===== src/rtl/ssp_tx_ljustify_buf.sv =====
// SSP transmit left-justifier with a DEPTH-entry output buffer; config snapshotted per accepted word.
// Latency: word accepted at edge k is presented on OUT_* after edge k (no empty bypass).
// Backpressure: IN_READY = (count<DEPTH) & ~PRESET from registered count; OUT_* hold while OUT_VALID & ~OUT_READY.
// Optional macro SSP_TX_LSBFIRST_EN builds LSB-first bit reversal driven by LSBFIRST.
module ssp_tx_ljustify_buf #(
  parameter int DATA_W = 16,
  parameter int DSS_W  = 4,
  parameter int MW_W   = 8,
  parameter int DEPTH  = 2
) (
  input  logic              PCLK,
  input  logic              PRESET,
  input  logic              FLUSH,
  input  logic [1:0]        FRF,
  input  logic [DSS_W-1:0]  DSS,
  input  logic              MS,
  input  logic              LSBFIRST,
  input  logic              IN_VALID,
  output logic              IN_READY,
  input  logic [DATA_W-1:0] IN_DATA,
  output logic              OUT_VALID,
  input  logic              OUT_READY,
  output logic [DATA_W-1:0] OUT_DATA,
  output logic [DSS_W-1:0]  OUT_LEN,
  output logic              OUT_ERR
);

  localparam int PTR_W = $clog2(DEPTH);
  localparam int CNT_W = $clog2(DEPTH + 1);

  typedef struct packed {
    logic [DATA_W-1:0] data;
    logic [DSS_W-1:0]  len;
    logic              err;
  } entry_t;

  entry_t             mem_q [DEPTH];
  entry_t             mem_d [DEPTH];
  entry_t             head_q, head_d;
  logic [PTR_W-1:0]   wr_ptr_q, wr_ptr_d;
  logic [PTR_W-1:0]   rd_ptr_q, rd_ptr_d;
  logic [CNT_W-1:0]   count_q, count_d;

  logic               mw_master;
  logic               rsv;
  int                 dss_val;
  int                 n_eff;
  logic [DATA_W-1:0]  just;
  entry_t             in_entry;
  logic               push;
  logic               pop;

`ifdef SSP_TX_LSBFIRST_EN
  logic [DATA_W-1:0]  rev;
`else
  // Port kept for interface compatibility; MSB-first only in this build.
  logic               unused_lsbfirst;
  assign unused_lsbfirst = LSBFIRST;
`endif

  // Handshake: ready is derived purely from the registered occupancy.
  assign IN_READY  = (count_q < CNT_W'(DEPTH)) && !PRESET;
  assign OUT_VALID = (count_q != '0);
  assign push      = IN_VALID && IN_READY && !FLUSH;
  assign pop       = OUT_VALID && OUT_READY;

  assign OUT_DATA  = head_q.data;
  assign OUT_LEN   = head_q.len;
  assign OUT_ERR   = head_q.err;

  // Snapshot config for the incoming word: effective size, reserved check, justify.
  always_comb begin
    dss_val   = int'(DSS);
    mw_master = (FRF == 2'b10) && !MS;
    n_eff     = mw_master ? MW_W : dss_val + 1;
    rsv       = !mw_master && ((dss_val < 3) || (dss_val + 1 > DATA_W));
    // Left shift drops every bit above n-1 and zero-fills the low bits.
    just      = IN_DATA << (DATA_W - n_eff);
`ifdef SSP_TX_LSBFIRST_EN
    rev = '0;
    for (int i = 0; i < DATA_W; i++) begin
      rev[DATA_W-1-i] = IN_DATA[i];
    end
    // Reversed word already has IN_DATA[0] at the MSB; keep only the top n bits.
    if (LSBFIRST) begin
      just = rev & ~({DATA_W{1'b1}} >> n_eff);
    end
`endif
    in_entry.data = rsv ? '0 : just;
    in_entry.len  = rsv ? '0 : DSS_W'(n_eff - 1);
    in_entry.err  = rsv;
  end

  // Next-state for buffer storage, pointers, count and the registered head.
  always_comb begin
    for (int i = 0; i < DEPTH; i++) begin
      mem_d[i] = mem_q[i];
    end
    wr_ptr_d = wr_ptr_q;
    rd_ptr_d = rd_ptr_q;
    count_d  = count_q;
    head_d   = head_q;

    if (FLUSH) begin
      wr_ptr_d = '0;
      rd_ptr_d = '0;
      count_d  = '0;
    end else begin
      if (push) begin
        mem_d[wr_ptr_q] = in_entry;
        wr_ptr_d        = wr_ptr_q + PTR_W'(1);
      end
      if (pop) begin
        rd_ptr_d = rd_ptr_q + PTR_W'(1);
      end
      if (push && !pop) begin
        count_d = count_q + CNT_W'(1);
      end else if (pop && !push) begin
        count_d = count_q - CNT_W'(1);
      end
    end

    // Head register tracks the next entry; when empty it keeps the last word.
    if (count_d != '0) begin
      head_d = mem_d[rd_ptr_d];
    end
  end

  // State update with synchronous reset; reset also clears the presented word.
  always_ff @(posedge PCLK) begin
    if (PRESET) begin
      wr_ptr_q <= '0;
      rd_ptr_q <= '0;
      count_q  <= '0;
      head_q   <= '0;
      for (int i = 0; i < DEPTH; i++) begin
        mem_q[i] <= '0;
      end
    end else begin
      wr_ptr_q <= wr_ptr_d;
      rd_ptr_q <= rd_ptr_d;
      count_q  <= count_d;
      head_q   <= head_d;
      for (int i = 0; i < DEPTH; i++) begin
        mem_q[i] <= mem_d[i];
      end
    end
  end

endmodule


===== config.mk =====
export PLATFORM = sky130hd
export DESIGN_NAME = ssp_tx_ljustify_buf
export DESIGN_NICKNAME = d
export VERILOG_FILES = /design/src/rtl/ssp_tx_ljustify_buf.sv
export SDC_FILE = /design/constraint.sdc
export NUM_CORES = 1
export LEC_CHECK = 0
export CAP_MARGIN = 20
export CORE_MARGIN = 2
export CORE_UTILIZATION = 51
export DETAILED_ROUTE_END_ITERATION = 10
export PLACE_DENSITY = 0.79
export SYNTH_ARGS = -nofsm -noshare
export SYNTH_HDL_FRONTEND = slang
export SYNTH_SLANG_ARGS = --single-unit
export TNS_END_PERCENT = 1

===== constraint.sdc =====
create_clock -name PCLK -period 3 [get_ports PCLK]
set_input_delay 0.6 -clock PCLK [delete_from_list [all_inputs] [get_ports PCLK]]
set_output_delay 0.6 -clock PCLK [all_outputs]
set_load 0.005 [all_outputs]

# --- After elaboration in Yosys (flattened, before gate mapping) ---
# Memory sizes are Yosys's and may differ from the RTL's.
# Cells that the tools add are included.
word_totals:
  regBits: 25
  ramBits: 42
  output_inout_bits: 23
  n_memories: 1
mem_list:
  columns: ["memory", "words", "width", "read_ports", "rd_ports_with_merged_regs", "wr", "line", "rtl"]
  rows:
  - ["mem_q", 2, 21, 2, 0, 2, "37", "entry_t mem_q [DEPTH];"]
classes:
  addsub: 7
  n_lt_le_gt_ge: 6
  n_eq_ne: 1
  shifts: 1
  muxes: 21
  n_bitwise: 4
  reduce_logical: 19
op_table:
  columns: ["op", "count"]
  rows:
  - ["21-bit 2-to-1 mux", 6]
  - ["42-bit 2-to-1 mux", 2]
  - ["42-bit bitwise mux", 1]
  - ["16-bit by 32-bit << shifter with 16-bit output", 1]
  - ["21-bit demux with 1-bit select", 1]
  - ["16-bit 2-to-1 mux", 1]
  - ["1-bit logical AND", 9]
  - ["1-bit logical NOT", 6]
  - ["2-bit 2-to-1 mux", 3]
  - ["5-bit by 5-bit subtractor with 6-bit output (first input constant)", 1]
  - ["4-bit by 1-bit adder with 5-bit output (second input constant)", 1]
  - ["5-bit greater-than comparator (second input constant)", 1]
  - ["1-bit 2-to-1 mux", 5]
  - ["5-bit 2-to-1 mux", 1]
  - ["2-bit greater-or-equal comparator (second input constant)", 2]
  - ["4-bit by 2-bit less-than comparator with 1-bit output (second input constant)", 1]
  - ["4-bit 2-to-1 mux", 1]
  - ["1-bit NOT with 2-bit output", 2]
  - ["2-bit nonzero test", 2]
  - ["4-bit by 2-bit subtractor with 4-bit output (second input constant)", 1]
  - ["1-bit adder (second input constant)", 2]
  - ["2-bit by 1-bit adder with 2-bit output (second input constant)", 1]
  - ["2-bit == test (second input constant)", 1]
  - ["2-bit by 1-bit less-than comparator with 1-bit output (second input constant)", 1]
  - ["other kinds (5)", 6]

# --- Depth between registers and ports, before layout ---
depth:
  word_depth: 12
  mapped_depth: 13
  mapped_depth_nobuf: 11

# --- Least setup slack after synthesis ---
# No wires, ideal clock.
synth_timing:
  kind: "input -> register"
  start: "in FRF[0]"
  end: "reg head_q, in the netlist OUT_DATA[7]"
  setup_ns: 0.126
  arrival_time_ns: 3.119
  t_required_ns: 2.874
  setup_slack_ns: -0.246
  cell_stages: 12
  path_buffers: 2
  cell_sequence: "nor3b_2 -> buf_2 -> nor2_4 -> inv_2 -> ha_1 -> clkbuf_1 -> xor3_1 -> a211oi_1 -> nor2_1 -> a221o_1 -> a221oi_1 -> o31ai_1"
synth_via:
  elab_chain_cells: 12
  elab_cells_between_ends: 14
  classes_between: "1 x add/sub; 1 x eq/ne; 1 x shift; 8 x mux; 3 x reduce/logical"
synth_rtl:
  columns: ["item", "line", "rtl"]
  rows:
  - ["start: declaration", "14", "input logic [1:0] FRF,"]
  - ["2-bit == test *", "74", "mw_master = (FRF == 2'b10) && !MS;"]
  - ["1-bit logical AND *", "74", null]
  - ["5-bit 2-to-1 mux", "75", "n_eff = mw_master ? MW_W : dss_val + 1;"]
  - ["5-bit by 5-bit subtractor with 6-bit output", "78", "just = IN_DATA << (DATA_W - n_eff);"]
  - ["16-bit by 32-bit << shifter with 16-bit output", "78", null]
  - ["16-bit 2-to-1 mux *", "89", "in_entry.data = rsv ? '0 : just;"]
  - ["42-bit bitwise mux *", "110", "mem_d[wr_ptr_q] = in_entry;"]
  - ["42-bit 2-to-1 mux *", "109", "if (push) begin"]
  - ["42-bit 2-to-1 mux *", "104", "if (FLUSH) begin"]
  - ["21-bit 2-to-1 mux (not written as such) * (3 in series)", "125", "head_d = mem_d[rd_ptr_d];"]
  - ["end signal: assignment", "135", "head_q <= '0;"]
  - ["end signal: assignment", "143", "head_q <= head_d;"]
  - ["end: declaration", "39", "entry_t head_q, head_d;"]
# Every way passes the cells marked *; elsewhere a longest branch is shown, timed or not. The select of a mux whose other input is x is not followed.
# A chain may end at the register's enable or synchronous reset.

# --- Final worst setup path ---
layout_timing:
  start: "in FRF[1]"
  end: "reg head_q, in the netlist OUT_DATA[7]"
# The elaborated chain is that of the path after synthesis.

==> flow_metrics.py <==
metrics = {
    "run_status": {
        "status": "complete, no violations",
    },
    "clocking": {
        "htree_levels": 3,
        "cts.sinks": 67,
        "root_buffer": "clkbuf_8",
        "numCtsBuffers": 9,
        "cts_tree": "yes",
        "postCtsHoldBufs": 0,
        "clkLatencyLatePin_ns": 0.35,
        "clock_path_buffers": 2,
        "clkSlewWorstSetupHoldPaths_ns": 0.07,
    },
    "setup_path": {
        "start_kind": "input port",
        "worstSetupEndpointType": "register",
        "worstPathRequired_ns": 3.23,
        "crit_type": "in -> reg",
        "crit_fanout": 5,
        "cp.arrival_ns": 3.09,
    },
    "floorplanning": {
        "dieArea_um2": 8860,
        "die_h_um": 94.1,
        "ioPinCount": 52,
        "die_w_um": 94.1,
        "start_util_pct": 53.0,
        "coreArea_um2": 7810,
        "rows": 32,
    },
    "cells_and_area": {
        "utilization_pct": 71.7,
        "n_fill_cell": 551,
        "seq_area_um2": 1340,
        "final_cell_mix": "83 x buf_4, 67 x dfxtp_1, 58 x nand2_1, 58 x a21oi_1, 45 x clkdlybuf4s50_1",
        "multi_input_area_um2": 2710,
        "drive_gt1_share_pct": 24.2,
        "layout_commonest_cell": "buf_4",
        "diodes": 0,
        "nets": 651,
        "area_growth_pct": 35.3,
        "design_area_um2": 5600,
    },
    "timing": {
        "fmax_mhz": 349,
        "fin_crit_sh_pct": 95.4,
        "period_needed_ns": 2.86,
        "rsz0062_at_grt": "no",
        "drv_slew": 0,
        "setup_tns_ns": 0,
        "worst_slew_pin_slew_ns": 0.613,
        "slew_headroom_pct": 59.1,
        "timing.hold.ws_ns": 0.457,
        "setup_viol": 0,
        "finClkSkew_ns": 0.00746,
        "final-hold-violation-count": 0,
    },
    "placement": {
        "dp_hpwl_um": 8690,
        "gp_congestion": 0.916,
        "dpl_cell_area_um2": 5190,
        "portBuffers": 50,
    },
    "yosys": {
        "async_flop_share_pct": 0,
        "ys_seq_area_share_pct": 32.4,
        "yosys_most_used_dff": "dfxtp_1",
        "yosys_warnings": 0,
        "synth_area_um2": 4140,
        "ys_ff_latch": 67,
        "syn_nets": 545,
        "synth_edf_count": 0,
        "ys_types": 68,
        "netlist_instances": 513,
        "synth_area_per_cell_um2": 8.07,
    },
    "pwr": {
        "p_leak_nw": 2.13,
        "power.density_nw_per_um2": 429,
        "irDropWorstVdd_mv": 0.360,
        "power_mw": 2.40,
    },
    "global_routing": {
        "antenna_found_initial": 0,
        "use_met2_pct": 50.3,
        "grt_max_degree": 30,
        "use_met1_pct": 35.0,
        "grt_usage_pct": 29.6,
        "met3_usage_pct": 7.30,
        "overflow": 0,
        "grt_pass1_vias": 4347,
        "grt_busiest_layer": "met2",
        "grt_pass1_wl_um": 20700,
    },
    "route": {
        "final_antenna_net_count": 0,
        "drt-initial-drc-count": 402,
        "finalWirelength_um": 13000,
        "wl_per_cell_um": 17.9,
        "drc": 0,
        "route.vias.total": 4617,
        "via_per_inst": 6.37,
        "firstDrtPassIters": 8,
    },
    "min_path": {
        "hp-class": "reg -> reg",
    },
    "run": {
        "cap_violations": 0,
    },
}
==> cells by family after synthesis <==
family / Yosys count / synth area share, %
XOR/XNOR: 9 / 2.45
flip-flops: 67 / 32.4
buffers and inverters: 53 / 5.68
multiplexers: 33 / 10.8
AO/OA/AOI/OAI: 173 / 26.7
adder cells (fa/ha/maj): 3 / 0.906
AND/OR/NAND/NOR: 175 / 21.1
==> state kept, by name (all words and copies together) (netlist names) <==
name,cells
OUT_ERR,1
OUT_LEN,4
count_q,2
mem_q,42
rd_ptr_q,1
wr_ptr_q,1
OUT_DATA,16
==> cell usage after synthesis, drive strengths merged, types with 6 or more instances <==
library cell   n  area, um^2
nand3         13        65.1
buf           11        77.6
clkbuf        33         124
xnor2          8        77.6
and2          13        81.3
a21oi         59         295
nor2          42         168
a31oi         11        68.8
mux2i         22         220
mux4           9         203
o31ai          6        45.0
nand2         59         221
a32oi          6        52.6
inv            8        30.0
o21ai         38         190
a22oi          6        45.0
a211oi         7        52.6
dfxtp         67        1340
nor3          17         100
a311oi         6        52.6
==> critical path, stage by stage <==
cell	delay, ns
dlymetal6s2s_1	0.14
buf_4	0.14
nor3b_4	0.15
nor2_4	0.11
inv_4	0.06
ha_4	0.15
buf_2	0.14
xor3_1	0.38
a211oi_2	0.28
nor2_1	0.08
a221o_1	0.46
a311oi_1	0.32
o31ai_1	0.10
==> stage by stage <==
step / worst slack [ns] / instances
2_1_floorplan: -0.00283 / 513
3_3_place_gp: -0.432 / 695
3_5_place_dp: -0.577 / 695
4_1_cts: -0.0303 / 719
5_1_grt: 0.0103 / 725
6_report: 0.138 / 725
==> per-layer routing <==
metal  routed length [um]  vias up
met5                    0        -
met3                 1220       56
li1                     -     2105
met4                  465        0
met2                 6380      292
met1                 4890     2164
==> worst paths after layout <==
kind                                 start            to  slack (ns)  cells past startpoint
worst min register to register     OUT_ERR       OUT_ERR        0.46                      2
worst min-delay path               OUT_ERR       OUT_ERR        0.46                      2
worst max register to register  count_q[1]  OUT_DATA[15]        0.61                      7
worst max-delay path                FRF[1]   OUT_DATA[7]        0.14                     13
==> final cells by class <==
| cell class | count | area share, % |
|---|---|---|
| multi-input cells | 393 | 48.3 |
| flip-flops and latches | 67 | 23.9 |
| repair buffers | 139 | 21.6 |
| clock buffers | 10 | 2.28 |
| well taps | 102 | 2.28 |
| clock inverters | 5 | 0.983 |
| inverters | 9 | 0.648 |
==> report_power, final <==
part,switching (mW),total (mW),internal [mW],leakage [nW]
Sequential,0.0165,0.929,0.912,0.542
Combinational,0.392,0.755,0.363,1.50
Clock,0.344,0.720,0.376,0.0881
Total,0.753,2.40,1.65,2.13
==> what timing repair did <==
action	CTS	global route
pin swaps	12	8
resized for setup	15	16
setup buffers	9	6
setup endpoints to repair	27	36
Power figures use the tool's default switching activity.
